File: src/rtl/vblank_scheduler.sv
// Frame-synchronous update scheduler: one round of grants per vertical sync, 4 requesters.
// Define VBLANK_SCHED_RR_EN to rotate the first-served requester each frame (default: fixed 0..3).
module vblank_scheduler #(
  parameter int unsigned SLOT_MAX  = 4096,  // must be >= 2
  parameter logic        VS_ACTIVE = 1'b0
) (
  input  logic        clk_vga,
  input  logic        rst,
  input  logic        vga_vs,
  input  logic        vga_blank_n,
  input  logic        enable,
  input  logic [3:0]  req,
  input  logic [3:0]  done,
  input  logic        clr_flags,
  output logic [3:0]  gnt,
  output logic        frame_tick,
  output logic        busy,
  output logic [15:0] frame_cnt,
  output logic        overrun,
  output logic [3:0]  timeout_flags
);

  localparam int unsigned SlotW = (SLOT_MAX > 1) ? $clog2(SLOT_MAX) : 1;
  localparam logic [SlotW-1:0] SlotLast = SlotW'(SLOT_MAX - 1);

  typedef enum logic [1:0] {StIdle, StScan, StGrant} state_e;

  state_e           state_q, state_d;
  logic [1:0]       idx_q, idx_d;
  logic [2:0]       visited_q, visited_d;
  logic [2:0]       visited_inc;
  logic [SlotW-1:0] slot_q, slot_d;
  logic [3:0]       gnt_q, gnt_d;
  logic             overrun_q, overrun_d;
  logic [3:0]       tflags_q, tflags_d;
  logic             vs_q, vs_prev_q;
  logic             tick_q, tick_d;
  logic [15:0]      fcnt_q;
  logic [1:0]       start_idx;

  // Tick follows the first registered sample at the active level.
  assign tick_d = (vs_q == VS_ACTIVE) && (vs_prev_q != VS_ACTIVE);

  always_ff @(posedge clk_vga) begin
    if (rst) begin
      vs_q      <= ~VS_ACTIVE;
      vs_prev_q <= ~VS_ACTIVE;
      tick_q    <= 1'b0;
      fcnt_q    <= 16'd0;
    end else begin
      vs_q      <= vga_vs;
      vs_prev_q <= vs_q;
      tick_q    <= tick_d;
      if (tick_d) begin
        fcnt_q <= fcnt_q + 16'd1;
      end
    end
  end

`ifdef VBLANK_SCHED_RR_EN
  // frame_cnt already holds the post-increment value during the tick cycle.
  assign start_idx = fcnt_q[1:0];
`else
  assign start_idx = 2'd0;
`endif

  assign visited_inc = visited_q + 3'd1;

  always_comb begin
    state_d   = state_q;
    idx_d     = idx_q;
    visited_d = visited_q;
    slot_d    = slot_q;
    gnt_d     = gnt_q;
    overrun_d = clr_flags ? 1'b0 : overrun_q;
    tflags_d  = clr_flags ? 4'd0 : tflags_q;

    if (tick_q && (state_q != StIdle)) begin
      overrun_d = 1'b1;
    end

    unique case (state_q)
      StIdle: begin
        if (tick_q && enable) begin
          state_d   = StScan;
          idx_d     = start_idx;
          visited_d = 3'd0;
        end
      end

      StScan: begin
        if (req[idx_q]) begin
          state_d = StGrant;
          gnt_d   = 4'b0001 << idx_q;
          slot_d  = '0;
        end else begin
          idx_d     = idx_q + 2'd1;
          visited_d = visited_inc;
          if (visited_inc == 3'd4) begin
            state_d = StIdle;
          end
        end
      end

      StGrant: begin
        slot_d = slot_q + SlotW'(1);
        if (vga_blank_n) begin
          // Visible region reached mid-grant: abandon the rest of the round.
          gnt_d     = 4'd0;
          overrun_d = 1'b1;
          state_d   = StIdle;
        end else if (done[idx_q] || (slot_q == SlotLast)) begin
          if (!done[idx_q]) begin
            tflags_d[idx_q] = 1'b1;
          end
          gnt_d     = 4'd0;
          idx_d     = idx_q + 2'd1;
          visited_d = visited_inc;
          state_d   = (visited_inc == 3'd4) ? StIdle : StScan;
        end
      end

      default: begin
        state_d = StIdle;
        gnt_d   = 4'd0;
      end
    endcase
  end

  always_ff @(posedge clk_vga) begin
    if (rst) begin
      state_q   <= StIdle;
      idx_q     <= 2'd0;
      visited_q <= 3'd0;
      slot_q    <= '0;
      gnt_q     <= 4'd0;
      overrun_q <= 1'b0;
      tflags_q  <= 4'd0;
    end else begin
      state_q   <= state_d;
      idx_q     <= idx_d;
      visited_q <= visited_d;
      slot_q    <= slot_d;
      gnt_q     <= gnt_d;
      overrun_q <= overrun_d;
      tflags_q  <= tflags_d;
    end
  end

  assign gnt           = gnt_q;
  assign frame_tick    = tick_q;
  assign busy          = (state_q != StIdle);
  assign frame_cnt     = fcnt_q;
  assign overrun       = overrun_q;
  assign timeout_flags = tflags_q;

endmodule

File: config.mk
export PLATFORM = sky130hd
export DESIGN_NAME = vblank_scheduler
export DESIGN_NICKNAME = d
export VERILOG_FILES = /design/src/rtl/vblank_scheduler.sv
export SDC_FILE = /design/constraint.sdc
export NUM_CORES = 1
export LEC_CHECK = 0
export CORE_ASPECT_RATIO = 0.9
export CORE_UTILIZATION = 45
export CTS_BUF_LIST = sky130_fd_sc_hd__clkbuf_16
export DETAILED_ROUTE_END_ITERATION = 7
export GPL_TIMING_DRIVEN = 0
export PLACE_DENSITY = 0.7
export SYNTH_ARGS = -nofsm -noshare
export SYNTH_HDL_FRONTEND = slang
export SYNTH_SLANG_ARGS = --single-unit
export TNS_END_PERCENT = 100
File: constraint.sdc
create_clock -name clk_vga -period 2.4 [get_ports clk_vga]
set_clock_uncertainty 0.05 [all_clocks]
set_input_delay 0.48 -clock clk_vga [delete_from_list [all_inputs] [get_ports clk_vga]]
set_output_delay 0.48 -clock clk_vga [all_outputs]
set_load 0.01 [all_outputs]
* Word-level counts from Yosys, hierarchy flattened
Cells that the tools add are included.
** Word-level totals
- Register bits after elaboration :: 47
- Input bits :: 14
- Output and inout port bits :: 27
- Word-level logic and storage cells :: 83
** Cells by class
- Add/subtract/negate cells :: 4
- Magnitude comparators :: 2
- Eq/ne operators :: 11
- Shift-type cells :: 1
- Muxes and demuxes :: 38
- Bitwise gates (word level) :: 3
- Reduce and logical (&&, ||, !) cells :: 13
** Operator list (count)
- 4-bit two-way mux :: 8
- 12-bit one-hot mux with 2 select lines :: 1
- 2-bit two-way mux :: 9
- 16-bit by 1-bit adder with 16-bit output, second input constant :: 1
- 12-bit by 1-bit adder with 12-bit output, second input constant :: 1
- 12-bit == test, second input constant :: 1
- 12-bit two-way mux :: 1
- 3-bit two-way mux :: 4
- 2-bit one-hot mux with 3 select lines :: 2
- 4-bit one-hot mux with 3 select lines :: 1
- 2-bit inequality test, second input constant :: 5
- 3-bit one-hot mux with 3 select lines :: 1
- 1-bit two-way mux :: 8
- 3-bit inequality test, second input constant :: 2
- 3-bit AND reduction :: 2
- 5-bit AND reduction :: 1
- 1-bit binary-select mux with 2-bit select :: 2
- 1-bit logical AND :: 4
- 4-bit bitwise OR :: 1
- 2-bit nonzero test :: 2
- 1-bit by 2-bit left shift with 4-bit output, first input constant :: 1
- 3-bit by 1-bit adder with 3-bit output, second input constant :: 1
- 3-bit == test, second input constant :: 1
- 2-bit by 3-bit < comparator with 1-bit output, second input constant :: 1
- other kinds (10) :: 11

* Depth between registers and ports, before layout
Gate-level depths: netlist of the first run.
- Depth in word-level cells :: 9
- Depth in mapped cells :: 7
- Depth with buffers taken out :: 6

* Least setup slack after synthesis of the first run
No wires, ideal clock.
- Path type :: reg-to-reg
- Start point :: register idx_q[0]
- End point :: register slot_q[11]
- Library setup time :: 0.059 ns
- Data arrival time :: 1.894 ns
- Required time :: 2.291 ns
- Setup slack :: 0.396 ns
- Cell stages (with the launch flop) :: 7
- Path buffers :: 2
- Clock period less this slack :: 2.004 ns
- Cell sequence :: dfxtp_1 -> buf_6 -> mux4_2 -> buf_6 -> a21o_4 -> or4_1 -> nand2_1
** Between the ends
- Cells in the longest elaborated chain, start to end :: 4
** Ends and longest elaborated chain
- start, declared :: RTL line 29 : logic [1:0] idx_q, idx_d;
- start signal, assigned :: RTL line 141 : idx_q <= idx_d;
- 1-bit binary-select mux with 2-bit select :: RTL line 92 : if (req[idx_q]) begin
- 1-bit two-way mux (implied by the code) :: RTL line 92
- 2-bit inequality test (no source line)
- 2-bit AND reduction (no source line)
- end signal, assigned :: RTL line 143 : slot_q <= slot_d;
- end, declared :: RTL line 32 : logic [SlotW-1:0] slot_q, slot_d;
Every way passes these cells. The select of a mux whose other input is x is not followed.
A chain may end at the register's enable or synchronous reset.

* Final worst setup path of the first run
- Start point :: input vga_blank_n
- End point :: register state_q[0]
** Between the ends
- Cells in the longest elaborated chain, start to end :: 2
- Elaborated cells on any way between the ends :: 4
- Those cells by class :: eq/ne (1); mux (2); reduce/logical (1)
** Ends and longest elaborated chain
- start, declared :: RTL line 10 : input logic vga_blank_n,
- 3-bit inequality test (no source line) or 2-bit two-way mux (tied branches)
- 3-bit AND reduction (no source line) or 2-bit one-hot mux with 3 select lines (tied branches)
- end signal, assigned :: RTL line 132 : state_q <= StIdle;
- end signal, assigned :: RTL line 140 : state_q <= state_d;
- end, declared :: RTL line 28 : state_e state_q, state_d;
Parallel ways exist; a longest one is shown, timed or not.

==> results.sh, run 1 <==
export IMPL_postSynth_asyncResetShare_pct=0
export IMPL_clk_transition_reported_paths_ns=0.06
export IMPL_number_of_global_route_vias_before_repair=1903
export IMPL_grt_start_max_net_pins=15
export IMPL_start_util_pct=47.76
export IMPL_min_period_ns=2.327
export IMPL_wirelength_routed_um=5079
export IMPL_fin_crit_sh_pct=96.96
export IMPL_grt_pass1_wl_um=8466
export IMPL_timing_max_slew_rel_slack_pct=55.41
export IMPL_commonest_non_fill_non_tap_cell_in_the_layout="sky130_fd_sc_hd__dfxtp_1"
export IMPL_postLayoutCoreUtil_pct=60.42
export IMPL_io_pins=41
export IMPL_dp_worst_setup_slack_ns=-0.1956
export IMPL_hold_viol=0
export IMPL_overflow=0
export IMPL_cts_hold_buf=0
export IMPL_drt_pass1_iter_count=4
export IMPL_drc=0
export IMPL_route_vias_total=2003
export IMPL_fin_setup_tns_ns=0
export IMPL_avgViaCountPerCell=5.399
export IMPL_synthesis_yosys_warnings=0
export IMPL_clock_sinks=47
export IMPL_post_synth_num_cell_types=48
export IMPL_hold_path_depth=2
export IMPL_numCtsBuffers=5
export IMPL_length_in_cells_of_the_worst_reg_to_reg_path=6
export IMPL_sum_of_met2_wire_segment_lengths_after_detailed_routing_um=2304
export IMPL_wl_met3_um=217
export IMPL_peak_supply_drop_uv=412.7
export IMPL_post_route_cells_drive_above_1_share_pct=6.209
export IMPL_start_kind="input port"
export IMPL_unrepaired_setup_endpoints_after_global_routing="false"
export IMPL_fp_dieH_um=70.59
export IMPL_transition_time_of_the_tightest_slew_check_pin_ns=0.6689
export IMPL_sequential_area_share_after_synthesis_pct=40.00
export IMPL_setup_viol_count_final=0
export IMPL_cts_repair_resize_count=0
export IMPL_track_usage_pct=19.32
export IMPL_detailed_route_wire_length_on_metal_1_um=2504
export IMPL_maxUsedRoutingLayer="met4"
export IMPL_std_cell_rows=24
export IMPL_postSynthRegisterBits=47
export IMPL_layout_setup_ws_ns=0.07301
export IMPL_worst_endpoint_arrival_ns=2.43
export IMPL_clk_lat_worst_skew_ns=0.28
export IMPL_antenna_violations_before_repair=0
export IMPL_drv_slew=0
export IMPL_design_die_area_um2=5521
export IMPL_syn2layout_area_growth_pct=26.49
export IMPL_p_leak_nw=1.100
export IMPL_place_port_buffers=40
export IMPL_most_common_layout_cells="sky130_fd_sc_hd__dfxtp_1, sky130_fd_sc_hd__clkdlybuf4s50_1, sky130_fd_sc_hd__nand2_1"
export IMPL_ctsHtreeMaxLevel=2
export IMPL_post_layout_total_power_mw=1.821
export IMPL_gp_congestion=0.7920
export IMPL_dpl_cell_count=363
export IMPL_maxCapViolCount=0
export IMPL_synth_avg_cell_area_um2=9.117
export IMPL_hold_slack_ns=0.4055
export IMPL_worst_ep_required_time_ns=2.50
export IMPL_drtAntennaViolNets=0
export IMPL_power_density_cell_area_nw_per_um2=612.0
export IMPL_core_area_um2=4925
export IMPL_finalNetCount=331
export IMPL_placed_area_um2=2834
export IMPL_run_status="finished clean"
export IMPL_hold_class="flip-flop to flip-flop"
export IMPL_wl_per_cell_um=13.69
export IMPL_post_cts_setup_buffer_count=0
export IMPL_fillerInstances=447
export IMPL_path_max_fanout=7
export IMPL_postSynth_topFlopCell="sky130_fd_sc_hd__dfxtp_1"
export IMPL_post_route_cell_area_um2=2975
export IMPL_syn_cell_area_um2=2352
export IMPL_final_cells=371
export IMPL_synth_enable_flop_cells=0
export IMPL_detailedPlacementHpwl_um=3733
export IMPL_drt_first_iter_violations=75
export IMPL_diodes=0
export IMPL_syn_num_nets=284
export IMPL_number_of_standard_cells_after_synthesis=258
export IMPL_floorplan_die_width_um=78.21
export IMPL_fmax_ghz=0.4297
export IMPL_timing_worst_setup_path_type="input port to flip-flop"
export IMPL_critPathCaptureType="flip-flop"
export IMPL_clockRootBuffer="sky130_fd_sc_hd__clkbuf_16"
export IMPL_max_clock_path_buffers=2
export IMPL_clock_tree_from_tritoncts="yes"
==> worst max-delay path: stages <==
cell                              delay [ns]
sky130_fd_sc_hd__clkdlybuf4s50_1        0.50
sky130_fd_sc_hd__or3b_2                 0.47
sky130_fd_sc_hd__o22ai_1                0.54
sky130_fd_sc_hd__a221oi_1               0.27
sky130_fd_sc_hd__mux2i_1                0.17
==> cells by family after synthesis <==
group,Yosys count,share of synthesized area (%)
and+or+nand+nor,105,23.30
AOI/OAI and AO/OA,49,15.05
DFF,47,40.00
buffers and inverters,19,3.670
xor gates and xnor gates,15,5.585
adders and majority gates,12,6.383
muxes,11,6.011
==> layout make-up <==
type                            instances  area [um2]  area share [%]
Inverter                                9       33.78           1.135
Clock buffer                            5       125.1           4.205
Tap cell                               65       81.33           2.733
Timing Repair Buffer                   40       400.4           13.46
Clock inverter                          3       16.27          0.5467
Buffer                                 10       52.55           1.766
Multi-Input combinational cell        192        1325           44.53
Sequential cell                        47       940.9           31.62
==> registers in the layout, indices dropped and copies added, names as in the netlist <==
signal,flops
overrun,1
gnt,4
frame_tick,1
idx_q,2
state_q,2
slot_q,12
frame_cnt,16
vs_q,1
visited_q,3
vs_prev_q,1
timeout_flags,4
==> worst paths after layout <==
kind / from / endpoint / slack, ns
max: vga_blank_n / state_q[0]$_SDFFE_PP0P_ / 0.07
min: gnt[1]$_SDFFE_PP0P_ / gnt[1]$_SDFFE_PP0P_ / 0.41
max reg2reg: state_q[0]$_SDFFE_PP0P_ / state_q[0]$_SDFFE_PP0P_ / 0.15
min reg2reg: gnt[1]$_SDFFE_PP0P_ / gnt[1]$_SDFFE_PP0P_ / 0.41
==> where the power goes <==
group          total, mW  switching [mW]  internal, mW
clock network      0.665           0.285         0.380
registers          0.816          0.0177         0.798
logic              0.340           0.191         0.149
total               1.82           0.494          1.33
==> cells in the mapped netlist, types with 5 or more instances <==
master	instances	share of area, %
sky130_fd_sc_hd__a21oi_1	10	2.1
sky130_fd_sc_hd__mux2i_1	7	3.0
sky130_fd_sc_hd__a32oi_1	5	1.9
sky130_fd_sc_hd__nand3_1	9	1.9
sky130_fd_sc_hd__o211ai_1	5	1.6
sky130_fd_sc_hd__dfxtp_1	47	40
sky130_fd_sc_hd__o2bb2ai_1	5	1.9
sky130_fd_sc_hd__inv_1	9	1.4
sky130_fd_sc_hd__o21ai_0	8	1.7
sky130_fd_sc_hd__nand4_1	9	2.4
sky130_fd_sc_hd__ha_1	12	6.4
sky130_fd_sc_hd__xor2_1	14	5.2
sky130_fd_sc_hd__nand2_1	27	4.3
sky130_fd_sc_hd__clkbuf_1	6	0.96
sky130_fd_sc_hd__nor2_1	24	3.8
sky130_fd_sc_hd__or3_1	6	1.6
==> per-layer routing <==
layer  vias up  track usage (%)
li1       1026                -
met3         5            4.774
met2        34            32.26
met1       938            24.58
met5         -                0
met4         0            6.173
Power figures use the tool's default switching activity.
==> inputs of run 2 (changes only) <==
--- a/config.mk
+++ b/config.mk
@@ -5,11 +5,13 @@
 export SDC_FILE = /design/constraint.sdc
 export NUM_CORES = 1
 export LEC_CHECK = 0
+export ABC_CLOCK_PERIOD_IN_PS = 2400
 export CORE_ASPECT_RATIO = 0.9
 export CORE_UTILIZATION = 45
 export CTS_BUF_LIST = sky130_fd_sc_hd__clkbuf_16
 export DETAILED_ROUTE_END_ITERATION = 7
 export GPL_TIMING_DRIVEN = 0
+export MAX_ROUTING_LAYER = met4
 export PLACE_DENSITY = 0.7
 export SYNTH_ARGS = -nofsm -noshare
 export SYNTH_HDL_FRONTEND = slang
==> run 2 against run 1 <==
Register-to-register slack is essentially flat. Routed wire length is essentially flat. Sequential share of layout area unchanged. Design area stayed put. Combinational power is essentially flat. Die area unchanged. Cell count unchanged. Clock-buffer cell count unchanged. Utilization did not move. Hold slack hardly changed. Largest cell class unchanged. Highest routed layer unchanged.
==> results.sh, run 2 (synthesis results as in run 1) <==
export IMPL_std_cell_rows=24
export IMPL_start_util_pct=47.76
export IMPL_final_cells=371
export IMPL_avgViaCountPerCell=5.396
export IMPL_crit_start="vga_blank_n"
export IMPL_wirelength_routed_um=5075
export IMPL_path_max_fanout=7
export IMPL_post_cts_setup_buffer_count=0
export IMPL_cts_hold_buf=0
export IMPL_clock_sinks=47
export IMPL_placed_area_um2=2834
export IMPL_p_leak_nw=1.100
export IMPL_clk_lat_worst_skew_ns=0.28
export IMPL_wl_per_cell_um=13.68
export IMPL_hold_path_startpoint="gnt[1]$_SDFFE_PP0P_"
export IMPL_post_route_cells_drive_above_1_share_pct=6.209
export IMPL_rrSetupSlack_ns=0.15
export IMPL_clock_tree_from_tritoncts="yes"
export IMPL_gp_congestion=0.8033
export IMPL_overflow=0
export IMPL_core_area_um2=4925
export IMPL_worst_endpoint_arrival_ns=2.43
export IMPL_post_route_cell_area_um2=2975
export IMPL_layout_setup_ws_ns=0.07372
export IMPL_number_of_global_route_vias_before_repair=1901
export IMPL_max_clock_path_buffers=2
export IMPL_run_status="finished clean"
export IMPL_timing_max_slew_rel_slack_pct=55.40
export IMPL_critPathCaptureType="flip-flop"
export IMPL_transition_time_of_the_tightest_slew_check_pin_ns=0.6690
export IMPL_place_port_buffers=40
export IMPL_numCtsBuffers=5
export IMPL_floorplan_die_width_um=78.21
export IMPL_clk_transition_reported_paths_ns=0.06
export IMPL_power_density_cell_area_nw_per_um2=611.7
export IMPL_fp_dieH_um=70.59
export IMPL_fin_setup_tns_ns=0
export IMPL_clockRootBuffer="sky130_fd_sc_hd__clkbuf_16"
export IMPL_drv_slew=0
export IMPL_io_pins=41
export IMPL_drt_pass1_iter_count=4
export IMPL_diodes=0
export IMPL_timing_worst_setup_path_type="input port to flip-flop"
export IMPL_hold_class="flip-flop to flip-flop"
export IMPL_fillerInstances=447
export IMPL_maxCapViolCount=0
export IMPL_dp_worst_setup_slack_ns=-0.1956
export IMPL_dpl_cell_count=363
export IMPL_post_layout_total_power_mw=1.820
export IMPL_track_usage_pct=19.93
export IMPL_drc=0
export IMPL_worst_ep_required_time_ns=2.50
export IMPL_finalNetCount=331
export IMPL_drtAntennaViolNets=0
export IMPL_hold_viol=0
export IMPL_drt_first_iter_violations=75
export IMPL_fin_crit_sh_pct=96.93
export IMPL_grt_pass1_wl_um=8459
export IMPL_setup_viol_count_final=0
export IMPL_ctsHtreeMaxLevel=2
export IMPL_design_die_area_um2=5521
export IMPL_largest_register_ff_count=16
export IMPL_most_common_layout_cells="sky130_fd_sc_hd__dfxtp_1, sky130_fd_sc_hd__clkdlybuf4s50_1, sky130_fd_sc_hd__nand2_1"
export IMPL_cts_repair_resize_count=0
export IMPL_detailedPlacementHpwl_um=3733
export IMPL_antenna_violations_before_repair=0
export IMPL_syn2layout_area_growth_pct=26.49
export IMPL_grt_start_max_net_pins=15
export IMPL_critical_path_reg2reg_startpoint="state_q[0]$_SDFFE_PP0P_"
export IMPL_route_vias_total=2002
export IMPL_peak_supply_drop_uv=412.7
export IMPL_min_period_ns=2.326
export IMPL_start_kind="input port"
export IMPL_fmax_ghz=0.4299
export IMPL_unrepaired_setup_endpoints_after_global_routing="false"
export IMPL_commonest_non_fill_non_tap_cell_in_the_layout="sky130_fd_sc_hd__dfxtp_1"
==> run 2: cell counts in the layout (fill, tap and decap cells not counted) <==
Identical to the previous run, type by type.
==> run 2: layout make-up <==
type | count | area (um2) | area share (%)
tap | 65 | 81.33 | 2.733
inverter | 9 | 33.78 | 1.135
sequential | 47 | 940.9 | 31.62
multi-input combinational | 192 | 1325 | 44.53
timing repair buffer | 40 | 400.4 | 13.46
clock buffer | 5 | 125.1 | 4.205
buffer | 10 | 52.55 | 1.766
clock inverter | 3 | 16.27 | 0.5467
==> run 2: path summary, 6_finish.rpt <==
| kind | end | cells after the start |
|---|---|---|
| hold reg to reg | gnt[1]$_SDFFE_PP0P_ | 2 |
| setup reg to reg | state_q[0]$_SDFFE_PP0P_ | 6 |
| setup / recovery | state_q[0]$_SDFFE_PP0P_ | 5 |
| hold / removal | gnt[1]$_SDFFE_PP0P_ | 2 |
==> run 2: per-stage QoR <==
stage               hold slack [ns]  utilization [%]
finish                       0.4055            60.42
global route                 0.4337            60.42
CTS                          0.4102            60.42
detailed placement           0.3962            57.55
global placement             0.3962            57.55
floorplan                    0.4005                -
==> run 2: critical path, cell delays in order <==
cell	delay [ns]
sky130_fd_sc_hd__clkdlybuf4s50_1	0.50
sky130_fd_sc_hd__or3b_2	0.47
sky130_fd_sc_hd__o22ai_1	0.54
sky130_fd_sc_hd__a221oi_1	0.27
sky130_fd_sc_hd__mux2i_1	0.17
==> run 2: metal layers <==
layer  global-route usage, %  vias up  routed length [um]
met5                       -        -                   0
li1                        -     1026                   -
met1                   24.74      940                2535
met3                   4.516        4                 185
met4                   6.173        0                  46
met2                   32.26       32                2308
==> run 2: report_power, final <==
group / internal [mW] / leakage, nW / switching, mW / total, mW
logic: 0.149 / 0.649 / 0.191 / 0.340
registers: 0.798 / 0.379 / 0.0178 / 0.816
clock network: 0.380 / 0.0710 / 0.284 / 0.664
total: 1.33 / 1.10 / 0.493 / 1.82
